**config.mk**
```make
export PLATFORM = sky130hd
export DESIGN_NAME = div_ctrl_flat
export DESIGN_NICKNAME = d
export VERILOG_FILES = /design/src/rtl/div_ctrl_if.sv /design/src/rtl/div_ctrl.sv /design/src/flat_wrapper.sv
export SDC_FILE = /design/constraint.sdc
export NUM_CORES = 1
export LEC_CHECK = 0
export BUFFER_PORTS_ARGS = -buffer_cell sky130_fd_sc_hd__buf_2
export CORE_MARGIN = 4
export CORE_UTILIZATION = 50
export CTS_CLUSTER_SIZE = 16
export DETAILED_ROUTE_END_ITERATION = 7
export PLACE_DENSITY_LB_ADDON = 0.1
export SLEW_MARGIN = 20
export SYNTH_ARGS = -nofsm -noshare
export SYNTH_HDL_FRONTEND = slang
export SYNTH_SLANG_ARGS = --single-unit
```
**constraint.sdc**
```tcl
create_clock -name clk -period 10.97 [get_ports clk]
set_input_delay 1.6455 -clock clk [delete_from_list [all_inputs] [get_ports clk]]
set_output_delay 1.6455 -clock clk [all_outputs]
set_load 0.02 [all_outputs]
```
**src/rtl/div_ctrl_if.sv**
```systemverilog
// Divider handshake bundle between the execute stage and div_ctrl.
//   start_i  : E-stage instruction is a divide (held while stalled)
//   signed_i : 1 = DIV (two's complement), 0 = DIVU
//   annul_i  : cancel any in-flight divide (exception/flush)
//   a_i, b_i : dividend / divisor, sampled on accept
//   stall_o  : divide stall to the hazard unit
//   ready_o  : one-cycle pulse, result_o valid
//   result_o : {remainder (HI), quotient (LO)}
// The master modport is the execute stage; the slave modport is the divider.
interface div_ctrl_if #(
  parameter int WIDTH = 32
);
  logic               start_i;
  logic               signed_i;
  logic               annul_i;
  logic [WIDTH-1:0]   a_i;
  logic [WIDTH-1:0]   b_i;
  logic               stall_o;
  logic               ready_o;
  logic [2*WIDTH-1:0] result_o;

  modport master (
    output start_i, signed_i, annul_i, a_i, b_i,
    input  stall_o, ready_o, result_o
  );

  modport slave (
    input  start_i, signed_i, annul_i, a_i, b_i,
    output stall_o, ready_o, result_o
  );
endinterface

```
**src/rtl/div_ctrl.sv**
```systemverilog
// Multi-cycle restoring divider for the execute stage (DIV/DIVU).
// One quotient bit per cycle over WIDTH cycles; the hazard unit freezes
// F/D/E while stall_o is high. Divide by zero finishes straight away with
// quotient all ones and remainder equal to the raw dividend.
// Ports:
//   clk : rising-edge clock
//   rst : asynchronous active-high reset
//   bus : div_ctrl_if slave (start/signed/annul/operands in,
//         stall/ready/result out)
module div_ctrl #(
  parameter int WIDTH = 32
) (
  input logic     clk,
  input logic     rst,
  div_ctrl_if.slave bus
);

  localparam int CW = $clog2(WIDTH + 1);

  typedef enum logic [1:0] {IDLE, BUSY, DONE} state_t;

  state_t             state;
  logic [WIDTH-1:0]   rem;
  logic [WIDTH-1:0]   quot;
  logic [WIDTH-1:0]   divisor;
  logic [CW-1:0]      count;
  logic               q_neg;
  logic               r_neg;
  logic               ready;
  logic [2*WIDTH-1:0] result;

  logic [WIDTH:0]     shifted;
  logic               fits;
  logic [WIDTH-1:0]   rem_next;
  logic [WIDTH-1:0]   quot_next;
  logic [WIDTH-1:0]   q_final;
  logic [WIDTH-1:0]   r_final;
  logic [WIDTH-1:0]   abs_a;
  logic [WIDTH-1:0]   abs_b;

  // One restoring step: shift the next dividend bit into the partial
  // remainder and keep the trial difference only if it did not go negative.
  // The shifted value needs WIDTH+1 bits because rem < divisor < 2^WIDTH.
  always_comb begin
    shifted   = {rem, quot[WIDTH-1]};
    fits      = (shifted >= {1'b0, divisor});
    rem_next  = fits ? WIDTH'(shifted - {1'b0, divisor}) : shifted[WIDTH-1:0];
    quot_next = {quot[WIDTH-2:0], fits};
    q_final   = q_neg ? -quot_next : quot_next;
    r_final   = r_neg ? -rem_next  : rem_next;
    abs_a     = (bus.signed_i && bus.a_i[WIDTH-1]) ? -bus.a_i : bus.a_i;
    abs_b     = (bus.signed_i && bus.b_i[WIDTH-1]) ? -bus.b_i : bus.b_i;
  end

  // Stall is combinational so an annul releases the pipeline in the same
  // cycle; DONE deliberately drops stall so the divide leaves E.
  assign bus.stall_o  = ~rst & ~bus.annul_i &
                        ((state == BUSY) | ((state == IDLE) & bus.start_i));
  assign bus.ready_o  = ready & ~bus.annul_i;
  assign bus.result_o = result;

  // Sequencer: IDLE accepts, BUSY iterates WIDTH times, DONE presents the
  // sign-corrected result for one cycle. Annul returns to IDLE without
  // touching the result register. The signed flags are zero in DIVU mode,
  // so the fix-up stage becomes a pass-through.
  always_ff @(posedge clk or posedge rst) begin
    if (rst) begin
      state   <= IDLE;
      rem     <= '0;
      quot    <= '0;
      divisor <= '0;
      count   <= '0;
      q_neg   <= 1'b0;
      r_neg   <= 1'b0;
      ready   <= 1'b0;
      result  <= '0;
    end else begin
      ready <= 1'b0;
      case (state)
        IDLE: begin
          if (bus.start_i && !bus.annul_i) begin
            q_neg <= bus.signed_i & (bus.a_i[WIDTH-1] ^ bus.b_i[WIDTH-1]);
            r_neg <= bus.signed_i & bus.a_i[WIDTH-1];
            count <= '0;
            if (bus.b_i == '0) begin
              result <= {bus.a_i, {WIDTH{1'b1}}};
              ready  <= 1'b1;
              state  <= DONE;
            end else begin
              rem     <= '0;
              quot    <= abs_a;
              divisor <= abs_b;
              state   <= BUSY;
            end
          end
        end
        BUSY: begin
          if (bus.annul_i) begin
            state <= IDLE;
          end else begin
            rem   <= rem_next;
            quot  <= quot_next;
            count <= count + 1'b1;
            if (count == CW'(WIDTH - 1)) begin
              result <= {r_final, q_final};
              ready  <= 1'b1;
              state  <= DONE;
            end
          end
        end
        DONE:    state <= IDLE;
        default: state <= IDLE;
      endcase
    end
  end

endmodule

```
**src/flat_wrapper.sv**
```systemverilog
// flat-port wrapper written by rule: the top's interface ports become plain ports
module div_ctrl_flat 
#(
  parameter int WIDTH = 32
)
  (clk, rst, bus_start_i, bus_signed_i, bus_annul_i, bus_a_i, bus_b_i, bus_stall_o, bus_ready_o, bus_result_o);
  div_ctrl_if #(.WIDTH(WIDTH)) bus_i ();
  input logic clk;
  input logic rst;
  input wire logic [$bits(bus_i.start_i)-1:0] bus_start_i;
  input wire logic [$bits(bus_i.signed_i)-1:0] bus_signed_i;
  input wire logic [$bits(bus_i.annul_i)-1:0] bus_annul_i;
  input wire logic [$bits(bus_i.a_i)-1:0] bus_a_i;
  input wire logic [$bits(bus_i.b_i)-1:0] bus_b_i;
  output wire logic [$bits(bus_i.stall_o)-1:0] bus_stall_o;
  output wire logic [$bits(bus_i.ready_o)-1:0] bus_ready_o;
  output wire logic [$bits(bus_i.result_o)-1:0] bus_result_o;
  assign bus_i.start_i = bus_start_i;
  assign bus_i.signed_i = bus_signed_i;
  assign bus_i.annul_i = bus_annul_i;
  assign bus_i.a_i = bus_a_i;
  assign bus_i.b_i = bus_b_i;
  assign bus_stall_o = bus_i.stall_o;
  assign bus_ready_o = bus_i.ready_o;
  assign bus_result_o = bus_i.result_o;
  div_ctrl #(.WIDTH(WIDTH)) u_core (.clk(clk), .rst(rst), .bus(bus_i));
endmodule
```
# Word-level counts from Yosys, hierarchy flattened
# Cells that the tools add are included.
# classes
n_addsub	6
order_cmp	1
eq_ne	8
muxes	31
bitwise	11
n_reduce_logical	13
# ops
operator	count
32-bit two-way mux	11
64-bit two-way mux	4
32-bit negation	4
32-bit one-hot mux with 2 select lines	2
64-bit one-hot mux with 2 select lines	1
33-bit by 32-bit >= comparator with 1-bit output	1
32-bit logical NOT	1
32-bit subtractor	1
6-bit two-way mux	2
6-bit one-hot mux with 2 select lines	1
2-bit != test (second input constant)	5
2-bit two-way mux	4
6-bit by 1-bit adder with 6-bit output (second input constant)	1
1-bit AND	6
6-bit by 5-bit equality test with 1-bit output (second input constant)	1
3-bit AND reduction	2
5-bit AND reduction	1
1-bit two-way mux	4
2-bit one-hot mux with 2 select lines	1
2-bit AND reduction	2
4-bit AND reduction	1
1-bit logical AND	3
3-bit != test (second input constant)	1
1-bit inverter	3
other kinds (7)	7
# totals
reg_bits	171
input_bits	69
output_inout_bits	66
elab_cells	79

# Longest topological paths before layout
# Gate-level depths: netlist of the first run.
# logic_depth
word_depth	7
depth_mapped	23
depth_no_buf	20

# Worst setup path before layout of the first run
# Ideal clock, no wire load.
# synth_path
path_kind	register -> register
start	register u_core.rem[12]
end	register u_core.result[52] (netlist: u_core.bus.result_o[52])
setup_time_ns	0.136
t_arrival_ns	5.123
t_required_ns	10.834
slack_ns	5.711
path_stages_with_launch	23
path_buffers	3
period_less_slack_ns	5.259
cell_sequence	dfrtp_1 ha_1 clkbuf_1 nand2_1 nor4_2 nand4_1 o211a_1 o32a_2 nand2_4 inv_2 buf_2 buf_1 mux2i_1 ha_1 nand2_1 or3_1 or4b_1 a211o_1 a222oi_1 a41oi_1 xnor2_1 a21oi_1 a21oi_1
# synth_via
elab_chain_len	7
word_cells_on_any_way	8
classes_between	add/sub: 2; order compare: 1; mux: 5
# synth_rtl
element	line	text
from (decl)	div_ctrl.sv:23	logic [WIDTH-1:0] rem;
from (signal assigned)	div_ctrl.sv:101	rem <= rem_next;
32-bit subtractor or 33-bit by 32-bit >= comparator with 1-bit output (tied branches)	div_ctrl.sv:47, div_ctrl.sv:46	
32-bit two-way mux (*)	div_ctrl.sv:47	rem_next = fits ? WIDTH'(shifted - {1'b0, divisor}) : shifted[WIDTH-1:0];
32-bit negation	div_ctrl.sv:50	r_final = r_neg ? -rem_next : rem_next;
32-bit two-way mux (*)	div_ctrl.sv:50	
64-bit two-way mux (*)	div_ctrl.sv:104	if (count == CW'(WIDTH - 1)) begin
64-bit two-way mux (*)	div_ctrl.sv:98	if (bus.annul_i) begin
64-bit one-hot mux with 2 select lines (*)	div_ctrl.sv:79	case (state)
to (signal assigned)	div_ctrl.sv:86	result <= {bus.a_i, {WIDTH{1'b1}}};
to (signal assigned)	div_ctrl.sv:105	result <= {r_final, q_final};
to (decl)	div_ctrl.sv:30	logic [2*WIDTH-1:0] result;
# Every way passes the cells marked *; elsewhere a longest branch is shown, timed or not. The select of a mux whose other input is x is not followed.
# A chain may end at the register's enable or synchronous reset.

# Worst setup path after layout of the first run
# layout_path
start	register u_core.rem[16]
end	register u_core.result[52] (netlist: u_core.bus.result_o[52])
# The elaborated chain is that of the path after synthesis.

==> results by group, run 1 <==
Power and ir drop
  – P_leak: approximately 0.006 uW
  – Clock share of power: 31.8%
  – Cell Int Power: 1210 uW
  – Peak VDD IR: slightly below 0.0001 V
  – PwrDens: between 100 and 150 nW/um^2
  – Seq pwr share: 39.0%
  – Logic gate share of total power: 29.2%
  – Sw Ratio: 38.1%
  – Switch Pwr: approximately 740 uW

Cells and area
  – Multi-input gate area: 7460 sq um
  – Layout cells sized above 1: about an eighth
  – Reg area: 4280 sq um
  – Layout Nets: between 1500 and 2000
  – Filler cells: approximately 2400
  – Area Overhead vs Synth: 11.9%
  – Antenna diodes: 0
  – Post-route insts no fill: between 1500 and 2000
  – Fin area: ~14000 sq um

Detailed routing
  – DRT Pass-1 Iters: 5
  – DRT iter0 DRCs: 997
  – DR WL/cell: approximately 19 um
  – Vias: between 10000 and 15000
  – Antenna-violating nets left: 0
  – Final WL: ~38000 um
  – Drc violations: 0
  – Routed vias/inst: between 5 and 6

Logic synthesis
  – Top_reg_cell synth: dfrtp_1
  – YS warnings: 0
  – Post-synth EDFFs: 0
  – FFs w/ async S/R, synth: 100%
  – Sequential area share after synthesis: between 30% and 40%
  – Cell Area, Synth: approximately 12000 sq um
  – Synthesized Nets: ~1700
  – Distinct cells, synth: 78
  – Cells after Synth: 1555
  – #FFs+latches synth: approximately 170
  – Syn Area/Cell: about 8 sq um

Clock network
  – # hold bufs at CTS: 0
  – CTS Sinks: between 150 and 200
  – CTS clk-pin slew, worst paths: 0.08 ns
  – CTS tree: built
  – Setup Fix Bufs, Post-CTS: 0
  – Clk Latency, worst-skew pair: 0.45 ns
  – CTS H-tree lvls: 4
  – CTS Buf Count: 17
  – Post-CTS resize count: 0
  – Deepest clock path buffer count: 2
  – Clock root cell: clkbuf_16

Placed design
  – IO Port Bufs: roughly 130
  – HPWL Detailed: 28700 um
  – Placed cell area: 13200 sq um
  – Place WS: 4.96 ns
  – Gpl congestion: approximately 0.95
  – Cell count after placement: between 1500 and 2000

Setup path
  – Worst-path cell with the longest stage delay: ha_1
  – Crit Reg-Reg Startpoint: u_core.rem[16]
  – CP endpoint kind: flop
  – Worst R2R Setup Slack: a little under 5 ns
  – RR Endpoint: u_core.bus.result_o[52]
  – Worst path cell trace: ha_1, nand2_1, nor4_2, nand4_1, o211a_1, o32a_2, nand2_4, buf_4, nand2_1, o21ai_0, ha_1, nand2_1, or3_1, or4b_1, a211o_1, a222oi_1, a41oi_1, xnor2_1, a21oi_1, a21oi_1
  – End of the critical path: u_core.bus.result_o[52]
  – Reg2reg path depth: 20
  – CP Max Fanout: 44
  – Worst EP arrival: around 6.4 ns
  – Critical setup path kind: flop to flop
  – Crit start category: flop
  – Cell mode on critical path: nand2_1
  – Critical Path Max Stage Delay: 0.55 ns
  – Crit path launch: u_core.rem[16]
  – Worst Path Required: about 11 ns

STA
  – Fin. Hold Viols: 0
  – Worst Skew: 0.0140 ns
  – RSZ-0062 raised after global routing: no
  – Final WS setup: 4.86 ns
  – Final Cycle Share: 55.7%
  – F_max: 0.164 GHz
  – Final setup violating endpoints: 0
  – Max Slew Vio Count: 0
  – Worst Hold Slack: between 0.4 and 0.5 ns
  – Sum Neg Setup Slack: 0 ns
  – Post-layout min period: about 6.1 ns
  – Slew HR: between 30% and 40%
  – Worst-Margin Slew: roughly 1 ns

Global route
  – Pin count of the biggest net entering global routing: 97
  – Antenna violations before repair: 0
  – Global-route wire length before repair: 59800 um
  – Remaining Overflow, GRT: 0
  – Number of global-route vias before repair: approximately 11000
  – GRT Total Usage: around 28%

Floorplanning
  – Site Rows: 57
  – Die height: 165 um
  – Die Area: about 27000 sq um
  – Initial Util: around half
  – CORE AREA: between 20000 and 25000 sq um
  – Die X: about 160 um
  – I/O pins: approximately 140

Job
  – Max Cap Viol: 0

Hold path
  – Hold crit path type: flop to flop

Outcome
  – Status: finished clean
## worst max-delay path: cells and delay by family, from the launching register on
kind | cells | cell delay (ns)
AO/OA/AOI/OAI | 8 | 2.11
AND/OR/NAND/NOR | 8 | 1.86
adder cells (fa/ha/maj) | 2 | 0.90
buffers and inverters | 1 | 0.47
flip-flops | 1 | 0.43
XOR/XNOR | 1 | 0.18
## flip-flops by register name, indices dropped and copies added (netlist names)
signal / cells
u_core.count: 6
u_core.divisor: 32
u_core.r_neg: 1
u_core.state: 2
u_core.bus.result_o: 64
u_core.q_neg: 1
u_core.quot: 32
u_core.ready: 1
u_core.rem: 32
## metrics by stage
step                      util [%]  power (uW)
after detailed placement      54.3        1340
after global routing          56.8        2070
after floorplan                  -        1180
after global placement        54.3        1330
after CTS                     56.8        1960
final                         56.8        1960
## final cells by class
cell class,instances,area share [%]
multi-input cells,1236,54.2
flip-flops and latches,171,31.1
repair buffers,150,5.75
clock buffers,17,3.09
well taps,324,2.95
inverters,59,1.65
clock inverters,15,1.25
## cells in the mapped netlist, drive strengths merged (26+ instances only)
library cell | instances | area (sq um)
buf | 31 | 140
o21ai | 167 | 836
clkbuf | 58 | 218
nand2 | 188 | 713
dfrtp | 171 | 4280
inv | 59 | 221
o31ai | 30 | 240
xor2 | 77 | 674
a21oi | 175 | 880
nor3 | 26 | 130
or3 | 27 | 174
nor2 | 173 | 649
ha | 37 | 463
xnor2 | 50 | 438
## cell families after synthesis
logic type               after synthesis  synth area share [%]
buffers and inverters                148                  4.71
adder cells (fa/ha/maj)               38                  3.93
AND/OR/NAND/NOR                      535                  20.1
XOR/XNOR                             127                  9.04
multiplexers                          33                  2.78
AO/OA/AOI/OAI                        503                  24.7
flip-flops                           171                  34.8
## cell usage in the layout (no fill, tap or decap), drive strengths merged, types with 5 or more instances in the layout
master / netlist / routed
clkbuf: 58 / 17
nand3: 15 / 15
o41ai: 13 / 13
mux2i: 24 / 24
xor2: 77 / 77
nor3: 26 / 26
dfrtp: 171 / 171
and3: 12 / 12
nor4: 19 / 19
a31oi: 15 / 15
or4: 13 / 13
o21a: 9 / 9
a211oi: 19 / 19
o21ai: 167 / 167
nand2b: 8 / 8
clkinv: 0 / 8
xnor2: 50 / 50
and2: 11 / 11
o31ai: 30 / 30
mux2: 9 / 9
ha: 37 / 37
buf: 31 / 150
a211o: 5 / 5
inv: 59 / 66
a21o: 14 / 14
or3: 27 / 27
o211ai: 5 / 5
nand2: 188 / 188
nor2: 173 / 173
nand4: 19 / 19
a21oi: 175 / 175
a22o: 7 / 7
or2: 6 / 6
## power by group through the flow
stage	sequential, uW	combinational (uW)	clock, uW
after CTS	762	567	628
after detailed placement	775	564	0
after global placement	772	560	0
after global routing	775	642	654
after floorplan	761	418	0
final	763	570	622
## routing by layer
metal  global-route usage (%)  up-vias  part of all wire (%)
li1                         -     5717                     -
met1                     39.6     5528                    46
met2                     45.0      394                    46
met3                     2.97       55                   5.3
met4                     8.20        0                   3.0
met5                        0        -                     0
## worst min-delay path by stage
stage / cells after the start / to / slack [ns] / start
6_report: 2 / u_core.divisor[31] / 0.47 / u_core.divisor[31]
5_1_grt: 2 / u_core.divisor[31] / 0.50 / u_core.divisor[31]
4_1_cts: 2 / u_core.divisor[31] / 0.47 / u_core.divisor[31]
3_5_place_dp: 2 / u_core.divisor[31] / 0.46 / u_core.divisor[31]
3_3_place_gp: 2 / u_core.divisor[31] / 0.45 / u_core.divisor[31]
2_1_floorplan: 2 / u_core.divisor[31] / 0.44 / u_core.divisor[31]
Power figures use the tool's default switching activity.
==> inputs of run 2 (changes only) <==
- ABC_AREA: default -> 1
- clock period: 10.97 -> 5.5 ns (I/O delays scaled with it)
==> run 2 against run 1 <==
Effect of this change: die area up 9.2%; synthesized area increased by 9.7%; routed wire length grew 20%; first-iteration DRC count is 25% higher; power rose to 5.6 times the previous value; register-to-register slack lost 3.8 ns; utilization increased by 0.35 points; clock skew up 0.00092 ns; worst setup slack got worse by 3.8 ns; fmax up 36%; critical path type unchanged; critical endpoint is now u_core.bus.result_o[30]; largest cell class unchanged; largest power group is now combinational cells.
==> results by group, run 2 <==
Outcome
  – Status: finished clean (unchanged)

Power and ir drop
  – Switch Pwr: 6300 uW (was 744 uW)
  – Cell Int Power: 4600 uW (was 1210 uW)
  – PwrDens: 726 nW/um^2 (was 142 nW/um^2)
  – Sw Ratio: 57.8% (was 38.1%)
  – Clock share of power: 11.3% (was 31.8%)
  – Peak VDD IR: 0.000559 V (was 0.0000980 V)
  – Design Power: 10900 uW (was 1960 uW)
  – Logic gate share of total power: 68.7% (was 29.2%)
  – Seq pwr share: 20.0% (was 39.0%)
  – P_leak: 0.00780 uW (was 0.00610 uW)

Detailed routing
  – Vias: 14100 (was 11700)
  – Drc violations: 0 (unchanged)
  – Antenna-violating nets left: 0 (unchanged)
  – DR WL/cell: 17.4 um (was 19.1 um)
  – Final WL: 45000 um (was 37600 um)
  – DRT Pass-1 Iters: 6 (was 5)
  – Routed vias/inst: 5.46 (was 5.93)
  – DRT iter0 DRCs: 1243 (was 997)

STA
  – Sum Neg Setup Slack: 0 ns (unchanged)
  – Worst-Margin Slew: 0.984 ns (was 0.987 ns)
  – Fin. Hold Viols: 0 (unchanged)
  – F_max: 0.223 GHz (was 0.164 GHz)
  – RSZ-0062 raised after global routing: no (unchanged)
  – Worst Skew: 0.0150 ns (was 0.0140 ns)
  – Slew HR: 34.4% (was 34.2%)
  – Post-layout min period: 4.48 ns (was 6.11 ns)
  – Max Slew Vio Count: 0 (unchanged)
  – Final Cycle Share: 81.5% (was 55.7%)
  – Final setup violating endpoints: 0 (unchanged)

Floorplanning
  – Initial Util: 51.4% (was 50.7%)
  – I/O pins: 135 (unchanged)
  – Die X: 172 um (was 165 um)
  – Die height: 172 um (was 165 um)
  – CORE AREA: 26300 sq um (was 24200 sq um)
  – Site Rows: 59 (was 57)
  – Die Area: 29700 sq um (was 27200 sq um)

Setup path
  – Crit path launch: u_core.divisor[31] (was u_core.rem[16])
  – Crit start category: flop (unchanged)
  – CP Max Fanout: 19 (was 44)
  – Worst Path Required: 5.83 ns (was 11.27 ns)
  – Worst EP arrival: 4.82 ns (was 6.41 ns)
  – Reg2reg path depth: 25 (was 20)
  – Crit Reg-Reg Startpoint: u_core.divisor[31] (was u_core.rem[16])
  – Critical setup path kind: flop to flop (unchanged)
  – CP endpoint kind: flop (unchanged)

Placed design
  – HPWL Detailed: 34700 um (was 28700 um)
  – Gpl congestion: 0.977 (was 0.950)
  – IO Port Bufs: 134 (unchanged)

Logic synthesis
  – Top cell type's share of synthesized area: 31.7% (was 34.8%)
  – FFs w/ async S/R, synth: 100% (unchanged)
  – Cells after Synth: 2139 (was 1555)
  – Top post-synthesis cells by area: dfrtp_1 (32%), nand2_1 (17%), inv_1 (8.6%) (was dfrtp_1 (35%), a21oi_1 (7.1%), o21ai_0 (6.6%))
  – Top_reg_cell synth: dfrtp_1 (unchanged)
  – #FFs+latches synth: 171 (unchanged)
  – Most numerous cell in the Yosys netlist: nand2_1 (unchanged)
  – Syn Area/Cell: 6.31 sq um (was 7.91 sq um)
  – Commonest cells in the netlist: nand2_1 (603), inv_1 (311), nor2_1 (257) (was nand2_1 (187), a21oi_1 (174), nor2_1 (173))
  – YS warnings: 0 (unchanged)
  – Distinct cells, synth: 53 (was 78)
  – Sequential area share after synthesis: 31.7% (was 34.8%)
  – Cell Area, Synth: 13500 sq um (was 12300 sq um)
  – Synthesized Nets: 2246 (was 1662)
  – Post-synth EDFFs: 0 (unchanged)
  – Area leader, netlist: dfrtp_1 (unchanged)

Clock network
  – CTS Sinks: 171 (unchanged)
  – CTS Buf Count: 17 (unchanged)
  – CTS H-tree lvls: 4 (unchanged)
  – # hold bufs at CTS: 0 (unchanged)
  – Setup Fix Bufs, Post-CTS: 0 (unchanged)
  – CTS clk-pin slew, worst paths: 0.08 ns (about the same)
  – Clk Latency, worst-skew pair: 0.44 ns (was 0.45 ns)
  – Post-CTS resize count: 0 (unchanged)
  – CTS tree: built (unchanged)
  – Deepest clock path buffer count: 2 (unchanged)
  – Clock root cell: clkbuf_16 (unchanged)

Global route
  – Pin count of the biggest net entering global routing: 107 (was 97)
  – GRT Total Usage: 30.4% (was 27.8%)
  – Number of global-route vias before repair: 13300 (was 10800)
  – Antenna violations before repair: 0 (unchanged)
  – Remaining Overflow, GRT: 0 (unchanged)
  – Global-route wire length before repair: 70900 um (was 59800 um)

Cells and area
  – Layout cells sized above 1: 12.0% (was 13.3%)
  – Area Overhead vs Synth: 11.2% (was 11.9%)
  – Largest register FFs: 64 (unchanged)
  – Commonest non-fill, non-tap cell in the layout: nand2_1 (unchanged)
  – Antenna diodes: 0 (unchanged)
  – Most frequent cells in the layout: nand2_1 (603), inv_1 (310), nor2_1 (256) (was nand2_1 (185), a21oi_1 (174), nor2_1 (172))
  – Layout Nets: 2347 (was 1742)

Job
  – Max Cap Viol: 0 (unchanged)

Hold path
  – Hold crit path type: flop to flop (unchanged)
  – Hold Path Cell Cnt: 2 (unchanged)
  – Hold_sp: u_core.bus.result_o[22] (was u_core.divisor[31])
-- run 2: changes by cell type after synthesis, sizes merged, moves of 27 or more --
cell   change
or3       -27
xnor2     -45
a21oi     -91
nor2     +107
nand3    +140
xor2      -39
nand2    +448
inv      +262
-- run 2: per-stage QoR --
step           cell area [sq um]  util [%]  setup slack [ns]  cells  hold slack, ns
3_3_place_gp               14400      54.9              1.12   2556           0.461
5_1_grt                    15000      57.1             0.388   2588           0.507
2_1_floorplan              13500         -            0.0432   2139           0.453
6_report                   15000      57.1              1.02   2588           0.481
3_5_place_dp               14400      54.9              1.06   2556           0.464
4_1_cts                    15000      57.1              1.03   2588           0.486
-- run 2: layout make-up --
cell class | instances | area [sq um]
clock inverter | 14 | 149
timing repair buffer | 149 | 783
sequential | 171 | 4280
inverter | 323 | 1220
multi-input combinational | 1578 | 7720
clock buffer | 18 | 439
tap | 335 | 419
fill | 2709 | 11300
-- run 2: cells by family (layout without fill, tap and decap cells) --
kind of cell,Yosys count,count (layout),share of synthesized area [%]
xor+xnor,43,43,2.79
simple gates,1161,1161,36.9
buf+inv,390,504,11.3
flops,171,171,31.7
fa+ha+maj,38,38,3.58
compound gates,336,336,13.8
-- run 2: worst max-delay path: stages (launching register included) --
cell     delay [ns]
dfrtp_1        0.34
inv_1          0.06
ha_1           0.33
inv_1          0.08
nor2_1         0.12
nand2_2        0.12
inv_1          0.05
a21oi_2        0.21
nand3_1        0.15
a21oi_4        0.52
ha_1           0.29
inv_1          0.06
nor3_1         0.23
nand2_1        0.12
nor3_1         0.19
nand2_1        0.12
nor3_2         0.18
nand3_1        0.14
nor2_1         0.19
nand3_1        0.17
nor2_1         0.16
nand3_1        0.08
nand2_1        0.12
o21ai_1        0.10
nor3_1         0.15
o21ai_1        0.08
-- run 2: path summary, 6_finish.rpt --
kind                                                 to  slack [ns]
worst min register to register  u_core.bus.result_o[22]        0.48
max in group asynchronous             u_core.divisor[1]        3.82
worst max-delay path            u_core.bus.result_o[30]        1.02
worst max register to register  u_core.bus.result_o[30]        1.02
worst min-delay path            u_core.bus.result_o[22]        0.48
min in group asynchronous            u_core.divisor[28]        0.63
-- run 2: metal layers --
| metal | wire, um | part of all wire (%) | up-vias | track usage [%] |
|---|---|---|---|---|
| met2 | 20000 | 44 | 484 | 47.9 |
| met5 | 0 | 0 | - | 0 |
| li1 | - | - | 7009 | - |
| met1 | 21200 | 47 | 6598 | 44.3 |
| met4 | 901 | 2.0 | 0 | 7.76 |
| met3 | 2910 | 6.5 | 51 | 4.18 |
-- run 2: power groups by stage --
stage	clock network, uW	logic [uW]	registers [uW]
after floorplan	0	5200	2360
after global placement	0	7300	2180
after detailed placement	0	7370	2190
after CTS	1250	7410	2170
after global routing	1310	8400	2230
final	1230	7480	2180
==> inputs of run 3 (changes only) <==
- clock period: 5.5 -> 4.1 ns (I/O delays scaled with it)
==> run 3 against run 2 <==
Effect of this change: register-to-register slack got worse by 0.74 ns; clock power grew 38%; via count is 0.13% lower; combinational power increased by 39%; hold slack lost 0.024 ns; critical path type unchanged; critical endpoint is now u_core.bus.result_o[54]; critical path depth decreased by 7; power is 38% higher; design area rose by 2.4%; non-clock buffer count rose by 24; routed wire length grew 2.6%.
==> results by group, run 3 (synthesized netlist as in run 2, its figures left out) <==
Cells and area
  – Most frequent cells in the layout: nand2_1 (600), inv_1 (310), nor2_1 (254) (was nand2_1 (603), inv_1 (310), nor2_1 (256))
  – Fin area: 15400 sq um (was 15000 sq um)
  – Antenna diodes: 0 (unchanged)
  – Commonest non-fill, non-tap cell in the layout: nand2_1 (unchanged)
  – Fin util: 58.5% (was 57.1%)
  – Largest register FFs: 64 (unchanged)
  – Layout cells sized above 1: 13.7% (was 12.0%)
  – Layout Nets: 2371 (was 2347)
  – Post-route insts no fill: 2612 (was 2588)
  – Area Overhead vs Synth: 13.9% (was 11.2%)

Floorplanning
  – I/O pins: 135 (unchanged)
  – CORE AREA: 26300 sq um (unchanged)
  – Die height: 172 um (unchanged)
  – Die Area: 29700 sq um (unchanged)
  – Die X: 172 um (unchanged)
  – Site Rows: 59 (unchanged)
  – Initial Util: 51.4% (unchanged)

Placed design
  – Cell count after placement: 2578 (was 2556)
  – Gpl congestion: 0.958 (was 0.977)
  – Placed cell area: 14600 sq um (was 14400 sq um)
  – IO Port Bufs: 134 (unchanged)
  – HPWL Detailed: 35600 um (was 34700 um)

Detailed routing
  – DR WL/cell: 17.7 um (was 17.4 um)
  – Routed vias/inst: 5.41 (was 5.46)
  – Antenna-violating nets left: 0 (unchanged)
  – Vias: 14100 (about the same)
  – Drc violations: 0 (unchanged)
  – DRT Pass-1 Iters: 5 (was 6)
  – DRT iter0 DRCs: 1383 (was 1243)
  – Final WL: 46200 um (was 45000 um)

Clock network
  – CTS H-tree lvls: 4 (unchanged)
  – Clock root cell: clkbuf_16 (unchanged)
  – CTS Sinks: 171 (unchanged)
  – CTS Buf Count: 17 (unchanged)
  – Deepest clock path buffer count: 2 (unchanged)
  – # hold bufs at CTS: 0 (unchanged)
  – CTS tree: built (unchanged)
  – Clk Latency, worst-skew pair: 0.44 ns (about the same)
  – CTS clk-pin slew, worst paths: 0.08 ns (about the same)

Hold path
  – Hold crit path type: input port to async pin (was flop to flop)

Outcome
  – Status: finished clean (unchanged)

STA
  – Max Slew Vio Count: 0 (unchanged)
  – Worst-Margin Slew: 0.991 ns (was 0.984 ns)
  – Post-layout min period: 3.82 ns (was 4.48 ns)
  – Slew HR: 33.9% (was 34.4%)
  – F_max: 0.262 GHz (was 0.223 GHz)
  – Final setup violating endpoints: 0 (unchanged)
  – Final Cycle Share: 93.2% (was 81.5%)
  – Worst Skew: 0.0159 ns (was 0.0150 ns)
  – Fin. Hold Viols: 0 (unchanged)

Setup path
  – Worst Path Required: 4.46 ns (was 5.83 ns)
  – CP Max Fanout: 11 (was 19)
  – CP endpoint kind: flop (unchanged)
  – Reg2reg path depth: 18 (was 25)
  – Crit path launch: u_core.quot[31] (was u_core.divisor[31])
  – Crit Reg-Reg Startpoint: u_core.quot[31] (was u_core.divisor[31])
  – Worst EP arrival: 4.18 ns (was 4.82 ns)
  – Crit start category: flop (unchanged)
  – Critical setup path kind: flop to flop (unchanged)

Global route
  – GRT Total Usage: 31.3% (was 30.4%)
  – Pin count of the biggest net entering global routing: 172 (was 107)
  – Remaining Overflow, GRT: 0 (unchanged)
  – Antenna violations before repair: 0 (unchanged)
  – Global-route wire length before repair: 72200 um (was 70900 um)
  – Number of global-route vias before repair: 13200 (was 13300)

Power and ir drop
  – P_leak: 0.00794 uW (was 0.00780 uW)
  – Peak VDD IR: 0.000515 V (was 0.000559 V)
  – PwrDens: 979 nW/um^2 (was 726 nW/um^2)

Job
  – Max Cap Viol: 0 (unchanged)
-- run 3: changes by cell type in the layout (fill, tap and decap cells not counted), moves of 2 or more --
cell and change:
ha_4 +2, nor2_1 -2, nand2_1 -3, nor3_1 -2
buf_4 +20, nor3_4 +3, nand3_1 -3, nor2_4 +2
ha_2 +5, nand2_2 +3, buf_12 +4, ha_1 -7
nand3_2 +2
-- run 3: final timing paths --
kind	endpoint	slack, ns
worst max-delay path	u_core.bus.result_o[54]	0.28
worst min-delay path	u_core.bus.result_o[54]	0.46
worst max register to register	u_core.bus.result_o[54]	0.28
worst min register to register	u_core.bus.result_o[2]	0.48
max in group asynchronous	u_core.bus.result_o[45]	2.90
min in group clk	u_core.bus.result_o[2]	0.48
-- run 3: what timing repair did --
item | CTS | global route
setup endpoints to repair | 1 | 9
pin swaps | 0 | 3
buffers inserted | 0 | 2
gates resized for setup | 1 | 24
-- run 3: through the flow --
step                setup slack [ns]  total power [uW]  hold slack, ns  TNS [ns]
finish                         0.277             15000           0.457         0
global route                -0.00723             16500           0.483   -0.0143
CTS                           0.0803             14800           0.469         0
detailed placement            0.0263             13100           0.465         0
global placement               0.133             13000           0.460         0
floorplan                      0.489             10100           0.453         0
-- run 3: cell type report --
type,instances,area [sq um]
multi-input cells,1578,7840
repair buffers,173,1010
well taps,335,419
clock buffers,17,425
inverters,323,1220
fillers,2669,10900
clock inverters,15,174
flip-flops and latches,171,4280
-- run 3: critical path, stage by stage, from the launching register on --
cell and delay [ns]:
dfrtp_1 0.41, inv_1 0.11, ha_1 0.41, nand4_1 0.25, nor2_1 0.06, nand2_1 0.11, nand2_2 0.08, nor2_4 0.40
nand2_4 0.23, o21ai_2 0.27, ha_1 0.28, nand3_4 0.12, nor2_1 0.25, nand2_1 0.15, nand2_2 0.15, nand2_1 0.07
nand2_1 0.06, nand3_1 0.11, a21oi_1 0.20
-- run 3: power breakdown --
group          total (uW)  switching, uW  internal (uW)
Combinational       10400           7250           3190
Clock                1700            828            875
Sequential           2910            542           2370
-- run 3: routing by layer --
metal	track usage, %	vias to the layer above	share of wire, %
li1	-	7063	-
met2	48.0	464	44
met1	45.0	6532	46
met5	0	-	0
met4	9.54	0	2.8
met3	5.78	65	7.0
